[src/rtl/minimum_second_minimum_calculator.sv]
// Finds the smallest entry, its index, and the smallest entry at any other index.
// A small FSM/counter sequences two passes over the entries; the data path only compares and loads.
module minimum_second_minimum_calculator #(
    parameter int N  = 40,
    parameter int W  = 32,
    parameter int PW = 6
) (
    input  logic           clk,
    input  logic           rst_n,
    input  logic           start_row_processing,
    input  logic [N*W-1:0] inputs,
    output logic [W-1:0]   min,
    output logic [PW-1:0]  pos,
    output logic [W-1:0]   second_min,
    output logic           done_row_processing,
    output logic           busy
);

    typedef enum logic [2:0] {
        IDLE        = 3'd0,
        INIT_MIN    = 3'd1,
        SCAN_MIN    = 3'd2,
        INIT_SECOND = 3'd3,
        SCAN_SECOND = 3'd4,
        DONE        = 3'd5
    } state_t;

    state_t          state_reg, state_next;
    logic [PW-1:0]   count_reg;
    logic [W-1:0]    min_reg, second_min_reg;
    logic [PW-1:0]   pos_reg;
    logic            done_reg;

    logic initialize_min, initialize_second_min, reset_count;
    logic calculating_second_min, load_first_min, load_second_min;
    logic done_iterations;

    // Unused slots above N read as all ones so the mux index never leaves the array.
    logic [W-1:0] entries [0:(2**PW)-1];
    generate
        for (genvar gi = 0; gi < 2**PW; gi++) begin : g_entries
            if (gi < N) begin : g_real
                assign entries[gi] = inputs[gi*W +: W];
            end else begin : g_pad
                assign entries[gi] = '1;
            end
        end
    endgenerate

    logic [W-1:0] entry_sel;
    assign entry_sel = entries[count_reg];

    // ---------------- control path ----------------
    always_ff @(posedge clk) begin
        if (!rst_n) begin
            state_reg <= IDLE;
        end else begin
            state_reg <= state_next;
        end
    end

    always_comb begin
        state_next = state_reg;
        case (state_reg)
            IDLE:        if (start_row_processing) state_next = INIT_MIN;
            INIT_MIN:    state_next = SCAN_MIN;
            SCAN_MIN:    if (done_iterations) state_next = INIT_SECOND;
            INIT_SECOND: state_next = SCAN_SECOND;
            SCAN_SECOND: if (done_iterations) state_next = DONE;
            DONE:        state_next = IDLE;
            default:     state_next = IDLE;
        endcase
    end

    always_comb begin
        initialize_min         = (state_reg == INIT_MIN);
        initialize_second_min  = (state_reg == INIT_SECOND);
        reset_count            = (state_reg == INIT_SECOND);
        load_first_min         = (state_reg == SCAN_MIN);
        calculating_second_min = (state_reg == SCAN_SECOND);
        // The second pass skips the slot that currently holds the minimum.
        load_second_min        = calculating_second_min && (count_reg != pos_reg);
        busy                   = (state_reg != IDLE);
    end

    always_ff @(posedge clk) begin
        if (!rst_n) begin
            count_reg <= '0;
        end else if (initialize_min) begin
            count_reg <= PW'(1);
        end else if (reset_count) begin
            count_reg <= '0;
        end else if (load_first_min || calculating_second_min) begin
            count_reg <= count_reg + PW'(1);
        end
    end

    assign done_iterations = (count_reg == PW'(N - 1));

    // ---------------- data path ----------------
    always_ff @(posedge clk) begin
        if (!rst_n) begin
            min_reg        <= '0;
            pos_reg        <= '0;
            second_min_reg <= '0;
            done_reg       <= 1'b0;
        end else begin
            if (initialize_min) begin
                min_reg <= entries[0];
                pos_reg <= '0;
            end else if (load_first_min && (entry_sel < min_reg)) begin
                min_reg <= entry_sel;
                pos_reg <= count_reg;
            end

            if (initialize_second_min) begin
                second_min_reg <= '1;
            end else if (load_second_min && (entry_sel < second_min_reg)) begin
                second_min_reg <= entry_sel;
            end

            done_reg <= (state_reg == DONE);
        end
    end

    assign min                 = min_reg;
    assign pos                 = pos_reg;
    assign second_min          = second_min_reg;
    assign done_row_processing = done_reg;

endmodule

[config.mk]
export PLATFORM = sky130hd
export DESIGN_NAME = minimum_second_minimum_calculator
export DESIGN_NICKNAME = d
export VERILOG_FILES = /design/src/rtl/minimum_second_minimum_calculator.sv
export SDC_FILE = /design/constraint.sdc
export NUM_CORES = 1
export LEC_CHECK = 0
export BUFFER_PORTS_ARGS = -buffer_cell sky130_fd_sc_hd__buf_2
export CORE_AREA = 5 5 517 519
export DETAILED_ROUTE_END_ITERATION = 8
export DIE_AREA = 0 0 522 524
export PLACE_DENSITY_LB_ADDON = 0.08
export SYNTH_ARGS = -nofsm -noshare
export SYNTH_HDL_FRONTEND = slang
export SYNTH_SLANG_ARGS = --single-unit
[constraint.sdc]
create_clock -name clk -period 11.5 [get_ports clk]
set_clock_uncertainty 0.15 [all_clocks]
set_input_delay 1.15 -clock clk [delete_from_list [all_inputs] [get_ports clk]]
set_output_delay 1.15 -clock clk [all_outputs]
set_load 0.02 [all_outputs]
## After elaboration in Yosys (flattened, before gate mapping)

Index checks and enable logic that the tools add are counted.

- Reductions and logical operators: 12
- $lt $le $gt $ge: 3
- Add/sub/neg operators: 1
- Equal/unequal tests: 10
- Bitwise logic cells: 2
- Multiplexer cells: 14

Operators by type and width:

| operator | number |
|---|---|
| $bmux W32 S6 | 1 |
| $mux W32 | 6 |
| $lt A32 B32 Y1 | 2 |
| $pmux W3 S5 | 1 |
| $mux W3 | 3 |
| $ge A7 B7 Y1 const B | 1 |
| $not A6 Y7 | 1 |
| $add A6 B1 Y6 const B | 1 |
| $eq A3 B2 Y1 const B | 2 |
| $eq A3 B3 Y1 const B | 2 |
| $eq A6 B6 Y1 const B | 1 |
| $ne A6 B6 Y1 | 1 |
| $reduce_bool A3 Y1 | 2 |
| $ne A2 B1 Y1 const B | 2 |
| $reduce_bool A2 Y1 | 2 |
| $eq A3 B1 Y1 const B | 1 |
| $logic_and A1 B1 Y1 | 3 |
| $logic_not A3 Y1 | 1 |
| $mux W1 | 3 |
| $reduce_and A3 Y1 | 1 |
| $reduce_or A3 Y1 | 1 |
| $ne A2 B2 Y1 const B | 1 |
| $reduce_or A2 Y1 | 1 |
| $logic_or A1 B1 Y1 | 1 |
| $not A1 Y1 | 1 |

- Word-level logic and storage cells: 49
- Input port bits: 1283
- Bits in registers: 80
- Output and inout port bits: 72

## Logic depth before layout (Yosys ltp)

Gate-level depths: netlist of run 1.

- Word-level depth: 8
- Depth in mapped cells: 18
- Mapped depth without buffers: 14

## Least setup slack after synthesis of run 1

Ideal clock, no wire load.

- Kind: input to register
- Start point: input port inputs[809]
- End point: register second_min_reg[22] (netlist: second_min[22])
- Required time: 11.228 ns
- Setup time: 0.122 ns
- Path buffers: 1
- Slack: 6.840 ns
- Stages on the path: 13
- Arrival: 4.388 ns
- Cells stage by stage: mux4_1 mux4_2 o21a_1 ha_1 a21o_1 a21o_1 a2111oi_0 o31a_1 o21ai_0 and2_1 clkbuf_1 or4_1 o311a_1

- Word-level cells in the longest chain between the ends: 6

Ends and longest elaborated chain:

| item | line | RTL |
|---|---|---|
| start: declaration | 11 | `input logic [N*W-1:0] inputs,` |
| $bmux W32 S6 | 51 | `assign entry_sel = entries[count_reg];` |
| $mux W32 (not written as such) (2 in series) | 51 |  |
| $lt A32 B32 Y1 | 118 | `end else if (load_second_min && (entry_sel < second_min_reg)) begin` |
| $logic_and A1 B1 Y1 | 118 |  |
| $reduce_bool A2 Y1 (no line) | -- |  |
| end signal: assignment | 119 | `second_min_reg <= entry_sel;` |
| end: declaration | 30 | `logic [W-1:0] min_reg, second_min_reg;` |

No other way between the ends. The select of a mux whose other input is x is not followed.
A chain may end at the register's enable or synchronous reset.

## Worst setup path in the final report of run 1

- Start point: register count_reg[3]
- End point: register second_min_reg[5] (netlist: second_min[5])

- Word-level cells in the longest chain between the ends: 7
- Elaborated cells between the ends (all ways): 11
- Those cells by class: order compare: 1; eq/ne: 1; mux: 5; bitwise: 1; reduce/logical: 3

Ends and longest elaborated chain:

| item | line | RTL |
|---|---|---|
| start: declaration | 29 | `logic [PW-1:0] count_reg;` |
| start signal: assignment | 94 | `count_reg <= count_reg + PW'(1);` |
| $not A6 Y7 (not written as such) | 51 |  |
| $bmux W32 S6 | 51 |  |
| $mux W32 (not written as such) (2 in series) | 51 |  |
| $lt A32 B32 Y1 | 118 |  |
| $logic_and A1 B1 Y1 | 118 |  |
| $reduce_bool A2 Y1 (no line) | -- |  |

Several ways; a longest one is shown, not always the timed one. The select of a mux whose other input is x is not followed.

==> results of run 1 <==
==> how the worst max path moves through the flow <==
stage / from / to / slack, ns / depth (start not counted)
floorplan: inputs[809] / second_min[22] / 6.84 / 13
CTS: count_reg[3] / second_min[5] / 4.28 / 14
detailed placement: count_reg[3] / second_min[5] / 4.33 / 14
finish: count_reg[3] / second_min[5] / 4.47 / 14
global route: count_reg[3] / second_min[5] / 4.17 / 14
global placement: count_reg[3] / second_min[31] / 4.37 / 14
==> cells in the mapped netlist (all sizes together), types with 31 or more instances <==
| cell type | number | share of area, % |
|---|---|---|
| nor2 | 54 | 1.4 |
| ha | 63 | 5.3 |
| clkbuf | 62 | 1.6 |
| a311oi | 31 | 1.8 |
| or4 | 33 | 1.7 |
| buf | 85 | 3.7 |
| a221oi | 32 | 1.9 |
| mux2i | 75 | 5.0 |
| dfxtp | 80 | 11 |
| inv | 66 | 1.7 |
| o22ai | 32 | 1.3 |
| o21ai | 45 | 1.5 |
| mux4 | 347 | 53 |
| o21a | 32 | 1.6 |
| o311a | 32 | 2.1 |
==> area by class of cell <==
cell class / count / area (µm²)
inverter: 66 / 248
clock inverter: 7 / 61.3
fill: 30600 / 235000
antenna: 57 / 143
clock buffer: 9 / 225
timing repair buffer: 1385 / 7080
multi-input combinational: 913 / 12400
sequential: 80 / 1620
tap: 3515 / 4400
==> worst register-to-register path, delay by kind of cell, from the launching register on <==
kind	cells	cell delay, ns
simple gates	7	2.90
fa+ha+maj	1	0.34
buf+inv	1	0.41
flops	1	0.57
compound gates	5	2.53
==> power by group <==
group | internal, mW | switching [mW] | total, mW | leakage [nW]
combinational | 0.550 | 0.725 | 1.27 | 9.17
sequential | 0.298 | 0.0243 | 0.322 | 0.654
clock | 0.152 | 0.167 | 0.319 | 0.136
total | 0.999 | 0.916 | 1.92 | 9.96
==> cell families (layout without fill, tap and decap cells) <==
| kind of cell | Yosys count | in the layout | synth area share, % |
|---|---|---|---|
| other cells | 0 | 57 | 0 |
| compound gates | 255 | 255 | 12.7 |
| xor+xnor | 11 | 11 | 0.644 |
| fa+ha+maj | 63 | 63 | 5.27 |
| simple gates | 158 | 158 | 5.56 |
| mux | 426 | 426 | 58.3 |
| buf+inv | 213 | 1467 | 6.91 |
| flops | 80 | 80 | 10.7 |
==> per-stage QoR <==
step | instances | utilization, % | hold slack, ns | power, mW
after floorplan | 1206 | - | 0.415 | 0.924
after global placement | 5959 | 9.84 | 0.351 | 1.67
after detailed placement | 5959 | 9.84 | 0.354 | 1.67
after CTS | 5975 | 9.95 | 0.365 | 2.00
after global routing | 5994 | 9.96 | 0.381 | 2.05
final | 6032 | 10.0 | 0.355 | 1.92
==> routing by layer <==
metal / up-vias / routed length (µm) / GRT usage [%]
li1: 7870 / - / -
met1: 9435 / 89700 / 18.9
met2: 1175 / 112000 / 27.8
met3: 414 / 19400 / 5.25
met4: 134 / 3410 / 1.34
met5: - / 893 / 0
==> metrics.txt, run 1 <==
status finished clean; Synthesis Warnings 0; syn nets around 2,600; required time worst endpoint roughly 12 ns; r2r setup slk around 4.5 ns; worst-margin pin slew 1.10 ns; leading cell type in the layout, fill and taps excluded buf_2; Async S/R FF share, synth 0%; final setup margin around 4.5 ns; Placed Instance Area ~26,000 µm²; IO Pins 1,355; synthesized area 15,000 µm²; Iter 0 DRT Violations ~1,100; pin count of the biggest net entering global routing 100; Post-DP HPWL 205,000 µm; Num CTS Buffers 9; Synth Instances approximately 1,200; ys flop type dfxtp_1; # nets final approximately 3,800; crit path DAT 7.15 ns; DIE WIDTH roughly 520 µm; clock tree sinks 80; Seq cells post-synth 80; vias in the first global route ~20,000; DR DRC count 0; normalized max-slew margin between 20% and 30%; Worst VDD drop 0.0760 mV; CTS tree done; Die Span Y approximately 520 µm; initial antenna violation count around 300; kind of critical path reg -> reg; most frequent cells in the layout 1,354 x buf_2, 319 x mux4_2, 76 x dfxtp_1; RSZ-0062 raised after global routing false; GRT Total Usage between 10% and 20%; row count 188; H-Tree Depth 3; Syn Area/Cell 12.4 µm²; clock transition at the registers of the reported paths around 0.09 ns; Setup TNS 0 ns; share of cells above drive strength 1 70.7%; P_leak 9.96 nW; drt via density ~3.2; IO Port Bufs around 1,400; vias post-DR approximately 19,000; root buffer cell clkbuf_16; area grow syn2layout 74.8%; Antenna Nets Post-Route 0; CTS resizes 0; die area between 200,000 and 300,000 µm²; highest cell delay on the worst timing path between 1 and 1.5 ns; number of max-cap violations 0; Starting Density 5.72%; Register-to-Register Path Depth 14; Slew Limit Fails 0; global-route wire length before repair 268,000 µm; total gr overflow 0; worst hold endpoint min[5]; min-delay src min[5]; Core Region approximately 260,000 µm²; register area share after synthesis between 10% and 20%; pwr dens between 70 and 80 nW/µm²; CP Launch Type register; crit-path cells nor3b_1 -> nand2_4 -> o22ai_1 -> a221oi_1 -> o21a_1 -> ha_1 -> nand2_1 -> or2_2 -> nor4_1 -> nand3_1 -> o21ai_2 -> buf_4 -> nor2_4 -> o311a_1; Routed WL ~230,000 µm; Critical Path End Type register; fin crit share 61.1%; worst setup slack after placement about 4.3 ns; Max Clk Rate 142 MHz; hold depth 2; Hold Fails Final Rpt 0; delay-heaviest family, CP simple AND/OR/NAND/NOR gates; Worst-Skew Late Latency ~0.40 ns; Crit Path Max Fanout 38; first drt pass iteration count 5; endpoints failing setup 0; drt wl/cell between 30 and 40 µm; hold_buf cts 0; Hold WC Path Type reg -> reg; RD Place Congestion ~0.84; postcts setup bufs 0; Yosys cell types 56; post-route minimum period about 7.0 ns; EDFF count, synth 0; Final Cell Area about 26,000 µm²; crit path max-delay cell type o22ai_1; reg2reg end second_min[5]; RR Startpoint count_reg[3]; Clock Path Buffers 2; worst path bufs/invs 1
Note: power is estimated with default switching activity, not from simulation.
==> run 2: changes to the inputs <==
==> constraint.sdc (replaced) <==
create_clock -name clk -period 7.3 [get_ports clk]
set_clock_uncertainty 0.15 [all_clocks]
set_input_delay 0.73 -clock clk [delete_from_list [all_inputs] [get_ports clk]]
set_output_delay 0.73 -clock clk [all_outputs]
set_load 0.02 [all_outputs]
==> metrics.txt, run 2 (synthesis results as in run 1) <==
status finished clean; Worst-Skew Late Latency between 0.3 and 0.4 ns; normalized max-slew margin roughly a third; register area 1620 µm²; crit-path cells buf_4 -> mux4_2 -> mux2i_1 -> a221oi_1 -> o21a_1 -> ha_1 -> a21o_1 -> a2111oi_0 -> o31a_1 -> o21ai_0 -> and2_1 -> nor2_2 -> buf_4 -> o311a_1; fin crit share around four fifths; final setup margin 1.33 ns; RD Place Congestion between 0.8 and 0.9; vias post-DR approximately 19,000; postcts setup bufs 0; vias in the first global route between 20,000 and 25,000; DR DRC count 0; Antenna Nets Post-Route 0; r2r setup slk 1.33 ns; multi-input gate area in the final layout ~12,000 µm²; total gr overflow 0; GRT Total Usage between 10% and 20%; Routed WL around 230,000 µm; clock transition at the registers of the reported paths around 0.080 ns; CP Launch Type register; share of cells above drive strength 1 approximately 70%; Iter 0 DRT Violations approximately 1,200; crit path max-delay cell type dfxtp_4; highest cell delay on the worst timing path between 0.6 and 0.7 ns; Core Region around 260,000 µm²; DIE WIDTH ~520 µm; Post-DP HPWL roughly 210,000 µm; Starting Density 5.72%; cell repeated most along the worst path buf_4; Worst VDD drop slightly above 0.1 mV; first drt pass iteration count 5; Hold WC Path Type reg -> reg; global-route wire length before repair 275,000 µm; Hold Fails Final Rpt 0; P_leak 10.2 nW; # nets final between 3,000 and 4,000; IO Pins approximately 1,400; Crit Path Max Fanout 20; leading cell type in the layout, fill and taps excluded buf_2; Slew Limit Fails 0; required time worst endpoint around 7.5 ns; Clock Path Buffers 2; CTS tree done; worst setup slack after placement 1.19 ns; number of max-cap violations 0; Die Span Y approximately 520 µm; initial antenna violation count a little over 300; clock tree sinks 80; Filler Cells Inserted between 30,000 and 40,000; Max Clk Rate between 150 and 200 MHz; H-Tree Depth 3; IO Port Bufs roughly 1,400; pin count of the biggest net entering global routing 70; RSZ-0062 raised after global routing false; crit path DAT just over 6 ns; final hold slack 0.357 ns; post-route minimum period 5.97 ns; CTS resizes 0; kind of critical path reg -> reg; pwr dens ~110 nW/µm²; most frequent cells in the layout 1,354 x buf_2, 319 x mux4_2, 76 x dfxtp_1; die area roughly 270,000 µm²; area grow syn2layout 77.8%; Setup TNS 0 ns; root buffer cell clkbuf_16; drt wl/cell about 38 µm; drt via density ~3.2; row count ~190; Num CTS Buffers 9; worst-margin pin slew 0.962 ns; hold_buf cts 0; endpoints failing setup 0; Critical Path End Type register
## run 2: path summary, 6_finish.rpt
kind,to,cells past startpoint,from
max reg2reg,second_min[18],14,count_reg[0]
min,min[5],2,min[5]
max,second_min[18],14,count_reg[0]
min reg2reg,min[5],2,min[5]
## run 2: report_power, final
group / leakage, nW / internal [mW] / switching, mW
logic: 9.47 / 0.907 / 1.14
clock network: 0.126 / 0.231 / 0.244
registers: 0.654 / 0.469 / 0.0541
total: 10.2 / 1.61 / 1.44
## run 2: metrics by stage
step / instance area, µm² / util (%) / total power [mW] / instances
after global routing: 26500 / 10.1 / 3.24 / 6035
after detailed placement: 26200 / 10.0 / 2.67 / 6010
after global placement: 26200 / 10.0 / 2.69 / 6010
after floorplan: 15000 / - / 1.46 / 1206
after CTS: 26500 / 10.1 / 3.17 / 6026
final: 26600 / 10.2 / 3.05 / 6069
## run 2: critical path: cells and delay by family, from the launching register on
family                     cells  cell delay, ns
DFF                            1            0.69
AOI/OAI and AO/OA              7            1.66
adders and majority gates      1            0.42
muxes                          2            1.21
and+or+nand+nor                2            0.85
buffers and inverters          2            0.87
## run 2: cell type report
type	count	area share [%]
multi-input combinational	913	46.5
timing repair buffer	1436	28.5
inverter	66	0.931
sequential	80	6.08
clock buffer	11	0.875
tap	3515	16.5
antenna	43	0.404
clock inverter	5	0.127
## run 2: metal layers
metal | vias up | part of all wire [%] | global-route usage, %
li1 | 7957 | - | -
met1 | 9626 | 40 | 19.2
met2 | 1217 | 50 | 28.8
met3 | 451 | 8.6 | 5.72
met4 | 146 | 1.4 | 1.23
met5 | - | 0.40 | 0
==> run 3: changes to the inputs <==
--- a/config.mk
+++ b/config.mk
@@ -5,10 +5,11 @@
 export SDC_FILE = /design/constraint.sdc
 export NUM_CORES = 1
 export LEC_CHECK = 0
+export ABC_AREA = 1
 export BUFFER_PORTS_ARGS = -buffer_cell sky130_fd_sc_hd__buf_2
-export CORE_AREA = 5 5 517 519
+export CORE_AREA = 5 5 527 529
 export DETAILED_ROUTE_END_ITERATION = 8
-export DIE_AREA = 0 0 522 524
+export DIE_AREA = 0 0 532 534
 export PLACE_DENSITY_LB_ADDON = 0.08
 export SYNTH_ARGS = -nofsm -noshare
 export SYNTH_HDL_FRONTEND = slang
==> constraint.sdc (replaced) <==
create_clock -name clk -period 5 [get_ports clk]
set_clock_uncertainty 0.15 [all_clocks]
set_input_delay 0.5 -clock clk [delete_from_list [all_inputs] [get_ports clk]]
set_output_delay 0.5 -clock clk [all_outputs]
set_load 0.02 [all_outputs]
==> metrics.txt, run 3 <==
global-route wire length before repair ~300,000 µm; most frequent cell after synthesis o21ai_0; register area share after synthesis a little under 10%; final hold slack 0.296 ns; Crit Path Max Fanout 33; Clock Path Buffers 2; H-Tree Depth 3; pwr dens 458 nW/µm²; delay-heaviest family, CP buffers and inverters; Slew Limit Fails 0; DR DRC count 0; Critical Path End Type register; post-route minimum period around 4.8 ns; r2r setup slk approximately 0.20 ns; Pwr Total 13.7 mW; WP depth 22; cell repeated most along the worst path buf_4; DIE WIDTH 532 µm; P_leak ~13 nW; Num CTS Buffers 9; leading cell type in the layout, fill and taps excluded buf_2; Die Span Y ~530 µm; number of max-cap violations 0; crit path from count_reg[1]; crit path DAT slightly below 5 ns; kind of critical path reg -> reg; endpoints failing setup 0; crit path capture second_min[27]; synthesized area around 16,000 µm²; Async S/R FF share, synth 0%; crit path max-delay cell type o22ai_1; Max Clk Rate around 210 MHz; IO Pins 1,355; vias in the first global route a little under 30,000; Antenna Nets Post-Route 0; most common library cells after synthesis 564 x o21ai_0, 525 x nor2_1, 367 x nand2_1; Filler Cells Inserted 32,600; GRT Total Usage approximately 15%; clock tree sinks 80; Synth Instances about 3,000; reg2reg end second_min[27]; Synthesis Warnings 0; Seq cells post-synth 80; area grow syn2layout 81.7%; vias post-DR around 29,000; total gr overflow 0; Core Region roughly 270,000 µm²; RD Place Congestion around 0.82; # nets final about 5,700; Final Cell Area 29,900 µm²; fin crit share between 90% and 100%; share of cells above drive strength 1 approximately 40%; RR Startpoint count_reg[1]; worst path bufs/invs 7; fraction of synthesized cell area taken by the top area cell type between 15 and 20%; worst-margin pin slew about 1.3 ns; Placed Instance Area around 29,000 µm²; Starting Density 6.04%; row count around 190; status finished clean; most frequent cells in the layout 1,354 x buf_2, 549 x o21ai_0, 524 x nor2_1; root buffer cell clkbuf_16; Syn Area/Cell around 5.5 µm²; normalized max-slew margin a little over an eighth; Worst-Skew Late Latency between 0.3 and 0.4 ns; largest area contributor in the synthesized netlist o21ai_0; Hold Fails Final Rpt 0; Area contributors post-synth o21ai_0 17%, nor2_1 12%, dfxtp_1 9.7%; Iter 0 DRT Violations around 1,700; drt via density roughly 3.6; first drt pass iteration count 5; IO Port Bufs 1,354; Post-DP HPWL around 200,000 µm; clock transition at the registers of the reported paths about 0.080 ns; Yosys cell types 41; initial antenna violation count 264; highest cell delay on the worst timing path around 0.83 ns; pin count of the biggest net entering global routing 74; Hold WC Path Type in -> reg; CP Launch Type register; CTS tree done; drt wl/cell approximately 29 µm; Worst VDD drop about 0.16 mV; Register-to-Register Path Depth 22; syn nets approximately 4,300; required time worst endpoint 5.10 ns; die area ~280,000 µm²; EDFF count, synth 0; Routed WL roughly 230,000 µm; crit-path cells inv_12 -> buf_4 -> o21ai_0 -> o22ai_1 -> buf_4 -> a22o_1 -> o21ai_1 -> nand3_1 -> o21a_1 -> buf_4 -> ha_1 -> nand2_1 -> nor4_2 -> inv_1 -> nor4_1 -> buf_4 -> nand2_2 -> buf_4 -> nand3_1 -> nand2_1 -> nor2_1 -> nor2_1; ys flop type dfxtp_1
[run 3: per-stage QoR]
stage	worst slack [ns]	setup TNS [ns]	utilization, %	instances
after floorplan	1.26	0	-	2983
after global placement	-0.491	-27.30	10.7	7896
after detailed placement	-0.441	-21.48	10.7	7897
after CTS	0.00898	0	10.8	7913
after global routing	-0.00342	-0.00342	10.9	7941
final	0.201	0	11.0	7975
[run 3: power by group]
group | switching [mW] | leakage (nW) | internal [mW]
Clock | 0.350 | 0.170 | 0.503
Combinational | 7.72 | 12.5 | 4.08
Sequential | 0.222 | 0.652 | 0.816
Total | 8.29 | 13.3 | 5.40
[run 3: cells by family (layout without fill, tap and decap cells)]
kind of cell,count (synthesis),count (layout),synth area share (%)
compound gates,1338,1338,47.6
simple gates,1055,1055,25.8
buf+inv,443,1788,11.9
flops,80,80,9.74
fa+ha+maj,63,63,4.79
xor+xnor,4,4,0.213
other cells,0,58,0
[run 3: timing repair]
item / in CTS / in global routing
hold endpoints to repair: 0 / 0
setup endpoints to repair: 70 / 70
cloned: 0 / 1
resized for setup: 21 / 43
hold buffers: 0 / 0
setup buffers: 0 / 3
[run 3: per-layer routing]
metal / global-route usage, % / wire length [µm]
met1: 20.5 / 106000
met2: 26.1 / 109000
met3: 3.63 / 14200
met4: 1.53 / 2860
met5: 0 / 733
[run 3: how the worst min path moves through the flow]
| stage | start | end | slack [ns] | cells after the start |
|---|---|---|---|---|
| floorplan | state_reg[1] | done_row_processing | 0.32 | 1 |
| global placement | min[6] | min[6] | 0.34 | 2 |
| detailed placement | second_min[14] | second_min[14] | 0.35 | 2 |
| CTS | rst_n | second_min[9] | 0.27 | 3 |
| global route | rst_n | second_min[9] | 0.30 | 3 |
| finish | rst_n | second_min[9] | 0.30 | 3 |
[run 3: layout make-up]
cell class              count  area (µm²)  area share (%)
diodes                     58         145           0.486
clock buffers              11         243           0.812
clock inverters             5         104           0.348
inverters                 146         582            1.95
multi-input cells        2460       13200            44.0
flip-flops and latches     80        1610            5.40
well taps                3589        4490            15.0
repair buffers           1626        9550            32.0
[run 3: worst min-delay path: stages]
cell     delay [ns]
buf_2          0.17
nand2_1        0.08
inv_1          0.03
